File: src/rtl/instr_fetch_pkg.sv
// rtl/instr_fetch_pkg.sv - shared types and constants for the instruction fetch unit
//
// Contents:
//   fetch_state_t     FSM encoding: ST_REQ (request outstanding), ST_HOLD (instruction presented)
//   INSTR_W           instruction word width
//   DEFAULT_RESET_PC  default first fetch address after reset
package instr_fetch_pkg;

  localparam int INSTR_W = 32;
  localparam logic [31:0] DEFAULT_RESET_PC = 32'h0000_0000;

  typedef enum logic [0:0] {
    ST_REQ  = 1'b0,
    ST_HOLD = 1'b1
  } fetch_state_t;

endpackage

File: src/rtl/instr_fetch.sv
// rtl/instr_fetch.sv - instruction fetch unit: PC owner, imem req/ack, valid/ready to decode
//
// Ports:
//   clk_i          in   clock, rising edge
//   rst_i          in   synchronous active-high reset
//   imem_req_o     out  fetch request, held with stable imem_addr_o until imem_ack_i
//   imem_addr_o    out  word-aligned byte address of the outstanding request
//   imem_ack_i     in   memory completes the request this cycle
//   imem_rdata_i   in   instruction word, valid with imem_ack_i
//   redirect_i     in   restart fetch at redirect_pc_i
//   redirect_pc_i  in   redirect target (low two bits dropped)
//   instr_valid_o  out  instr_o/pc_o hold a valid instruction
//   instr_ready_i  in   decode accepts when instr_valid_o & instr_ready_i
//   instr_o        out  instruction word to decode
//   pc_o           out  PC of instr_o
//   align_err_o    out  one-cycle pulse after a misaligned redirect target
//   fetch_cnt_o    out  instructions accepted by decode, wrapping
module instr_fetch
  import instr_fetch_pkg::*;
#(
  parameter int                ADDR_W   = 32,
  parameter logic [ADDR_W-1:0] RESET_PC = ADDR_W'(DEFAULT_RESET_PC)
) (
  input  logic                clk_i,
  input  logic                rst_i,
  output logic                imem_req_o,
  output logic [ADDR_W-1:0]   imem_addr_o,
  input  logic                imem_ack_i,
  input  logic [INSTR_W-1:0]  imem_rdata_i,
  input  logic                redirect_i,
  input  logic [ADDR_W-1:0]   redirect_pc_i,
  output logic                instr_valid_o,
  input  logic                instr_ready_i,
  output logic [INSTR_W-1:0]  instr_o,
  output logic [ADDR_W-1:0]   pc_o,
  output logic                align_err_o,
  output logic [31:0]         fetch_cnt_o
);

  fetch_state_t      state_q, state_d;
  logic [ADDR_W-1:0] pc_q, pc_d;
  // addr_q is the address of the outstanding request; it differs from pc_q
  // only while a redirect arrives before the in-flight request is acked.
  logic [ADDR_W-1:0] addr_q, addr_d;
  logic              kill_q, kill_d;
  logic              capture;
  logic              accept;
  logic [ADDR_W-1:0] redirect_tgt;

  assign redirect_tgt  = {redirect_pc_i[ADDR_W-1:2], 2'b00};
  assign imem_req_o    = (state_q == ST_REQ) && !rst_i;
  assign imem_addr_o   = addr_q;
  assign instr_valid_o = (state_q == ST_HOLD);

  always_comb begin
    state_d = state_q;
    pc_d    = pc_q;
    addr_d  = addr_q;
    kill_d  = kill_q;
    capture = 1'b0;
    accept  = 1'b0;
    case (state_q)
      ST_REQ: begin
        if (imem_ack_i) begin
          if (redirect_i) begin
            // Data for the old stream is dropped; restart at the target.
            pc_d   = redirect_tgt;
            kill_d = 1'b0;
          end else if (kill_q) begin
            kill_d = 1'b0;
          end else begin
            capture = 1'b1;
            pc_d    = pc_q + ADDR_W'(4);
            state_d = ST_HOLD;
          end
          addr_d = pc_d;
        end else if (redirect_i) begin
          // Never abandon an issued request: keep addr_q, mark its data dead.
          pc_d   = redirect_tgt;
          kill_d = 1'b1;
        end
      end
      ST_HOLD: begin
        accept = instr_ready_i;
        if (redirect_i) begin
          pc_d    = redirect_tgt;
          state_d = ST_REQ;
        end else if (instr_ready_i) begin
          state_d = ST_REQ;
        end
        addr_d = pc_d;
      end
      default: begin
        state_d = ST_REQ;
      end
    endcase
  end

  always_ff @(posedge clk_i) begin
    if (rst_i) begin
      state_q     <= ST_REQ;
      pc_q        <= RESET_PC;
      addr_q      <= RESET_PC;
      kill_q      <= 1'b0;
      instr_o     <= '0;
      pc_o        <= '0;
      align_err_o <= 1'b0;
      fetch_cnt_o <= '0;
    end else begin
      state_q     <= state_d;
      pc_q        <= pc_d;
      addr_q      <= addr_d;
      kill_q      <= kill_d;
      align_err_o <= redirect_i && (redirect_pc_i[1:0] != 2'b00);
      if (capture) begin
        instr_o <= imem_rdata_i;
        pc_o    <= pc_q;
      end
      if (accept) begin
        fetch_cnt_o <= fetch_cnt_o + 32'd1;
      end
    end
  end

endmodule

File: config.mk
export PLATFORM = sky130hd
export DESIGN_NAME = instr_fetch
export DESIGN_NICKNAME = d
export VERILOG_FILES = /design/src/rtl/instr_fetch_pkg.sv /design/src/rtl/instr_fetch.sv
export SDC_FILE = /design/constraint.sdc
export NUM_CORES = 1
export LEC_CHECK = 0
export CORE_MARGIN = 1.5
export CORE_UTILIZATION = 50
export CTS_CLUSTER_SIZE = 8
export DETAILED_ROUTE_END_ITERATION = 8
export PLACE_DENSITY = 0.88
export SLEW_MARGIN = 0
export SYNTH_ARGS = -nofsm -noshare
export SYNTH_HDL_FRONTEND = slang
export SYNTH_SLANG_ARGS = --single-unit
File: constraint.sdc
create_clock -name clk_i -period 4.3 [get_ports clk_i]
set_clock_uncertainty 0.2 [all_clocks]
set_input_delay 0.86 -clock clk_i [delete_from_list [all_inputs] [get_ports clk_i]]
set_output_delay 0.86 -clock clk_i [all_outputs]
set_load 0.03 [all_outputs]
# Word level (Yosys, flattened, before mapping)
# Index checks and enable logic that the tools add are counted.
# word_totals
output_inout_bits,131
regBits,163
wordCells,35
latchBits,0
mem_bits_ro,0
mem_bits_rw,0
inputBits,69
mem_count,0
# op_classes
add_sub_neg,2
n_reduce_logical,6
mul,0
magnitude_cmp,0
n_eq_ne,1
div_mod_pow,0
muxes,17
n_shift,0
n_bitwise,1
# ops
op,n
$mux W32,5
$pmux W32 S2,2
$add A32 B1 Y32 const B,1
$add A32 B3 Y32 const B,1
$mux W1,9
$reduce_bool A2 Y1,2
$logic_and A1 B1 Y1,2
$ne A2 B2 Y1 const B,1
$pmux W1 S2,1
$reduce_and A2 Y1,1
$logic_not A1 Y1,1
$not A1 Y1,1

# Longest topological paths before layout
# Gate-level depths: netlist of the first run.
# logic_depth
ltp_word,5
depth_mapped,7

# Worst setup path after synthesis of the first run
# Ideal clock, no wire load.
# synth_timing
path_type,input-to-output
startpoint,in rst_i
endpoint,out imem_req_o
path_stages,5
n_path_buf,4
arrival_ns,2.005
t_required_ns,3.240
setup_slack_ns,1.235
path_cell_list,buf_4 clkbuf_1 buf_1 clkbuf_1 nor2_1
# synth_between
elab_chain_len,2
# synth_rtl
item,line,source
start: declaration,instr_fetch.sv:25,"input logic rst_i,"
$logic_not A1 Y1,instr_fetch.sv:51,assign imem_req_o = (state_q == ST_REQ) && !rst_i;
$logic_and A1 B1 Y1,instr_fetch.sv:51,
end: declaration,instr_fetch.sv:26,"output logic imem_req_o,"
# Every way passes these cells.

# Worst setup path in the final report of the first run
# layout_timing
startpoint,reg state_q (netlist: instr_valid_o)
endpoint,out imem_req_o
# layout_between
elab_chain_len,2
# layout_rtl
item,line,source
start: declaration,instr_fetch.sv:40,"fetch_state_t state_q, state_d;"
start signal: assignment,instr_fetch.sv:110,state_q <= state_d;
$not A1 Y1,-,
$logic_and A1 B1 Y1,instr_fetch.sv:51,
# Every way passes these cells.

==> results.md, run 1 <==
- Register-to-register setup slack: 1.40 ns
- FF+latch area: 0.00326 sq mm
- Post-synth ARST share: 0
- Placed wire-length estimate: 15400 um
- Clock latency on the worst-skew pair: 0.43 ns
- Post-Synthesis Cells: 1001
- Seq/Total Area, Yosys: 0.414
- Reg2Reg Launch Point: pc_q[2]
- Achievable clock frequency: 312 MHz
- Hold Path Cell Cnt: 2
- ANT cells: 0
- Initial Util: 0.515
- Static leakage: 0.00359 uW
- Hold Vio Cnt, Final: 0
- Top post-synthesis cells by area: dfxtp_1 (41%), nand2_1 (7.9%), a21oi_1 (6.8%)
- Critical path endpoint category: output pin
- CP Capture Point: imem_req_o
- Number of synthesized register bits: 163
- Die height: 129 um
- Num ports: 200
- Req. time, crit path: 3.24 ns
- Die Area: 0.0165 sq mm
- Residual DRC count: 0
- Synthesized cell area: 0.00788 sq mm
- Power Density: 362 mW/mm^2
- Hold crit path type: flip-flop to flip-flop
- Global-route wire length before repair: 36400 um
- Post-route ant nets: 0
- DRT Pass-1 Iters: 5
- Pins over their slew limit: 0
- Post-synth top flop: dfxtp_1
- # fillers: 1265
- Cts hold-fix bufs: 0
- Vias in the first global route: 7317
- Reg2reg path depth: 6
- DR vias: 7903
- TNS Setup: 0 ns
- CTS root buf: clkbuf_16
- Most frequent cells in the layout: clkdlybuf4s50_1 (197), nand2_1 (165), dfxtp_1 (163), a21oi_1 (107), nor2_1 (90)
- Global route overflow: 0
- Syn Area/Cell: 7.87 sq um
- Placer Congestion: 0.986
- Synth cell types: 61
- GR Util met3: 0.0694
- Total Routing Usage GR: 0.277
- Post-layout min period: 3.21 ns
- Aggregate routed wire length: 22900 um
- Met1 Use GR: 0.355
- Synthesis Warnings: 0
- Largest area contributor in the netlist: dfxtp_1
- Die W: 129 um
- Share of cells above drive strength 1: 0.0610
- Area Overhead vs Synth: 32.6%
- Fin crit share: 0.746
- Worst Setup SP: instr_valid_o
- Max rail drop VDD: 0.283 mV
- Port bufs: 199
- WL per Instance: 16.6 um
- Max-slew headroom: 0.204
- Post-layout net count: 1222
- H-tree depth: 4
- CTS resizes: 0
- Critical path peak fanout: 16
- Syn nets: 1072
- Clk sinks: 163
- Initial antenna violation count: 0
- Num CTS Buffers: 17
- Row count: 45
- Number of synthesized flops with an enable pin: 0
- Worst-Margin Slew: 1.19 ns
- Clock-pin slew on the worst setup and hold paths: 0.06 ns
- Vias/cell: 5.75
- WS Path Type: flip-flop to output pin
- CTS tree: built
- Startpoint types: flip-flop
- Status: complete, no violations
- Largest net degree at the start of global routing: 88
- Finished Core Util: 0.683
- Yosys top cell area share: 0.414
- Post-CTS Setup Bufs: 0
- Multi-input gate area: 0.00414 sq mm
- Commonest non-fill, non-tap cell in the layout: clkdlybuf4s50_1
- Core Box Area: 0.0153 sq mm
- Maxcap violations: 0
- Setup violators final: 0
- Clock tree buffer depth: 2
- GR peak layer: met2
- RSZ-0062 raised after global routing: false
- Reg2reg end: pc_q[28]
- Met2 usage: 0.439
- First DRT Iteration DRCs: 633
- Worst Path Arrival: 2.15 ns
-- layer usage --
metal / share of wire / wire length [um]
met3: 0.085 / 1950
met2: 0.46 / 10600
met5: 0 / 0
met1: 0.42 / 9580
met4: 0.034 / 788
-- through the flow --
stage | area, sq um | std cells | hold slack, ns | power [uW] | worst slack [ns]
global route | 10500 | 1375 | 0.271 | 3910 | 0.983
finish | 10500 | 1375 | 0.255 | 3780 | 1.09
global placement | 9850 | 1343 | 0.240 | 2220 | 0.911
CTS | 10500 | 1375 | 0.256 | 3780 | 1.09
detailed placement | 9850 | 1343 | 0.247 | 2230 | 0.872
floorplan | 7880 | 1001 | 0.236 | 2000 | 1.24
-- final cells by class --
class,instances,share of cell area
timing repair buffer,218,0.203
multi-input combinational,737,0.396
sequential,163,0.312
inverter,14,0.00503
tap,211,0.0253
clock inverter,15,0.0174
clock buffer,17,0.0407
-- registers in the layout (all words and copies together), names as in the netlist --
register       cells
pc_o              32
instr_o           32
align_err_o        1
fetch_cnt_o       32
kill_q             1
instr_valid_o      1
pc_q              32
imem_addr_o       32
-- how the worst min path moves through the flow --
stage	start	to
after floorplan	pc_q[0]	pc_o[0]
after global placement	instr_o[15]	instr_o[15]
after detailed placement	instr_o[15]	instr_o[15]
after CTS	instr_o[15]	instr_o[15]
after global routing	instr_o[5]	instr_o[5]
final	instr_o[15]	instr_o[15]
-- logic make-up (layout without fill, tap and decap cells) --
logic type,after synthesis,after routing,synth area share
buffers and inverters,101,264,0.0616
AOI/OAI and AO/OA,224,224,0.173
xor gates and xnor gates,62,62,0.0689
and+or+nand+nor,433,433,0.259
DFF,163,163,0.414
adders and majority gates,2,2,0.00317
muxes,16,16,0.0208
-- worst max-delay path, cell delays in order (launching register included) --
cell	delay (ns)
dfxtp_1	0.72
buf_4	0.32
nor2_1	0.07
clkdlybuf4s50_1	0.60
-- synthesized netlist by cell type (all sizes together), types with 6 or more instances --
| cell type | count |
|---|---|
| nand4 | 20 |
| or3 | 14 |
| o211ai | 6 |
| buf | 28 |
| clkbuf | 58 |
| nor4 | 21 |
| inv | 11 |
| nor3 | 34 |
| nand3 | 31 |
| dfxtp | 163 |
| nor2 | 90 |
| a211oi | 17 |
| a21o | 7 |
| xnor2 | 41 |
| a31oi | 12 |
| or4 | 6 |
| a21oi | 107 |
| nand2 | 165 |
| nor2b | 9 |
| xor2 | 21 |
| o22ai | 7 |
| mux2i | 13 |
| and3 | 11 |
| o21ai | 30 |
| a221oi | 10 |
| nand2b | 10 |
-- report_power, final --
part / leakage, uW / switching, uW / internal, uW
Clock: 0.000288 / 658 / 919
Combinational: 0.00197 / 312 / 234
Sequential: 0.00133 / 79.5 / 1580
Total: 0.00359 / 1050 / 2730
(Power assumes the default switching activity.)
==> run 2, diff against run 1 <==
==> constraint.sdc (replaced) <==
create_clock -name clk_i -period 3.3 [get_ports clk_i]
set_clock_uncertainty 0.2 [all_clocks]
set_input_delay 0.66 -clock clk_i [delete_from_list [all_inputs] [get_ports clk_i]]
set_output_delay 0.66 -clock clk_i [all_outputs]
set_load 0.03 [all_outputs]
==> run 2 against run 1 <==
Net effect:
- final cell count grew 0.80%
- first-iteration DRC count grew 23%
- utilization grew 1.1 points
- clock-buffer cell count grew 4
- clock power grew 35%
- non-clock buffer count grew 11
- sequential power grew 30%
- combinational power grew 37%
- sequential share of layout area shrank 0.47 points
==> results.md, run 2 (synthesis results as in run 1) <==
- Req. time, crit path: 3.43 ns (+0.19 ns)
- Clock-pin slew on the worst setup and hold paths: 0.06 ns (about the same)
- Pre-CTS setup slack: 0.264 ns (-0.608 ns)
- Vias/cell: 5.83 (+1.5%)
- DR vias: 8084 (+2.3%)
- Critical path peak fanout: 10 (-6)
- Port bufs: 199 (unchanged)
- ANT cells: 0 (unchanged)
- First DRT Iteration DRCs: 780 (+23%)
- CTS root buf: clkbuf_16
- Residual DRC count: 0 (unchanged)
- CTS tree: built
- Hold Vio Cnt, Final: 0 (unchanged)
- Setup violators final: 0 (unchanged)
- Post-route ant nets: 0 (unchanged)
- Post-Place Cells: 1354 (+0.82%)
- Final cell count without fillers: 1386 (+0.80%)
- DRT Pass-1 Iters: 6 (+1)
- Row count: 45 (unchanged)
- Pwr Total: 5030 uW (+33%)
- Num ports: 200 (unchanged)
- Hold Crit Start: pc_o[19]
- Achievable clock frequency: 342 MHz
- Worst setup margin: 0.376 ns (-0.718 ns)
- Commonest non-fill, non-tap cell in the layout: clkdlybuf4s50_1
- Worst Path Arrival: 3.06 ns (+0.91 ns)
- Max-slew headroom: 0.328 (+0.124)
- Share of cells above drive strength 1: 0.0681 (+0.00709)
- Clock latency on the worst-skew pair: 0.43 ns (about the same)
- Hold Path Cell Cnt: 2 (unchanged)
- Placed wire-length estimate: 16100 um (+4.7%)
- TNS Setup: 0 ns (unchanged)
- Aggregate routed wire length: 23600 um (+3.2%)
- Most frequent cells in the layout: clkdlybuf4s50_1 (197), nand2_1 (165), dfxtp_1 (163), a21oi_1 (107), nor2_1 (90)
- Vias in the first global route: 7535 (+3.0%)
- Core Box Area: 0.0153 sq mm (unchanged)
- Status: complete, no violations
- Pins over their slew limit: 0 (unchanged)
- Placement Cell Area: 0.00998 sq mm (+1.3%)
- Worst Setup SP: pc_q[12]
- Post-layout min period: 2.92 ns
- Design Area, Final: 0.0106 sq mm (+1.5%)
- Startpoint types: flip-flop
- WL per Instance: 17.0 um (+2.4%)
- Clk sinks: 163 (unchanged)
- Die Area: 0.0165 sq mm (unchanged)
- Max rail drop VDD: 0.355 mV (+25%)
- Total Routing Usage GR: 0.284 (+0.00669)
- Cts hold-fix bufs: 0 (unchanged)
- Largest net degree at the start of global routing: 95 (+8.0%)
- Global route overflow: 0 (unchanged)
- Area Overhead vs Synth: 34.7%
- Initial Util: 0.515 (unchanged)
- Critical path endpoint category: flip-flop
- Fin crit share: 0.886
- H-tree depth: 4 (unchanged)
- Initial antenna violation count: 0 (unchanged)
- Num CTS Buffers: 17 (unchanged)
- Post-CTS Setup Bufs: 0 (unchanged)
- Maxcap violations: 0 (unchanged)
- Global-route wire length before repair: 37500 um (+2.8%)
- Die W: 129 um (unchanged)
- Reg2Reg Launch Point: pc_q[12]
- Clock tree buffer depth: 2 (unchanged)
- Placer Congestion: 0.947 (-3.9%)
- Hold crit path type: flip-flop to flip-flop
- RSZ-0062 raised after global routing: false
- WS Path Type: flip-flop to flip-flop
- Worst-Margin Slew: 1.01 ns (-0.186 ns)
- Die height: 129 um (unchanged)
- CTS resizes: 0 (unchanged)
- Power Density: 474 mW/mm^2 (+31%)
- Reg2reg path depth: 5 (-1)
- Static leakage: 0.00366 uW (+2.1%)
- Post-layout net count: 1233 (+0.90%)
## run 2: cell types whose count changed in the layout (fill, tap and decap cells not counted), sizes merged
cell	before	now
bufinv	3	4
clkinvlp	4	5
inv	14	13
clkbuf	17	21
clkinv	8	3
buf	21	32
## run 2: cell type report
class	count	area [sq um]
Fill cell	1195	4700
Timing Repair Buffer	229	2260
Inverter	14	52.6
Sequential cell	163	3260
Clock inverter	11	175
Multi-Input combinational cell	737	4140
Tap cell	211	264
Clock buffer	21	460
## run 2: routing by layer
| layer | global-route usage | vias to the layer above | share of wire |
|---|---|---|---|
| li1 | - | 3819 | - |
| met1 | 0.360 | 3806 | 0.40 |
| met2 | 0.460 | 389 | 0.47 |
| met3 | 0.0715 | 70 | 0.088 |
| met4 | 0.124 | 0 | 0.034 |
| met5 | 0 | - | 0 |
## run 2: critical path, cell delays in order, from the launching register on
cell and delay, ns:
dfxtp_1 0.55, nand3_2 0.24, or4_4 0.66, or4_4 0.59, or3_1 0.33, a311oi_1 0.26
## run 2: path summary, 6_finish.rpt
kind,endpoint,slack (ns)
setup reg to reg,pc_q[30],0.38
hold reg to reg,pc_o[19],0.25
hold / removal,pc_o[19],0.25
setup / recovery,pc_q[30],0.38
## run 2: per-stage QoR
step / util / hold WS (ns)
floorplan: - / 0.236
global placement: 0.652 / 0.241
detailed placement: 0.652 / 0.246
CTS: 0.693 / 0.254
global route: 0.693 / 0.270
finish: 0.693 / 0.252
## run 2: where the power goes
group / total [uW] / internal, uW / switching (uW)
sequential: 2150 / 2060 / 90.7
combinational: 747 / 320 / 427
clock: 2130 / 1310 / 822
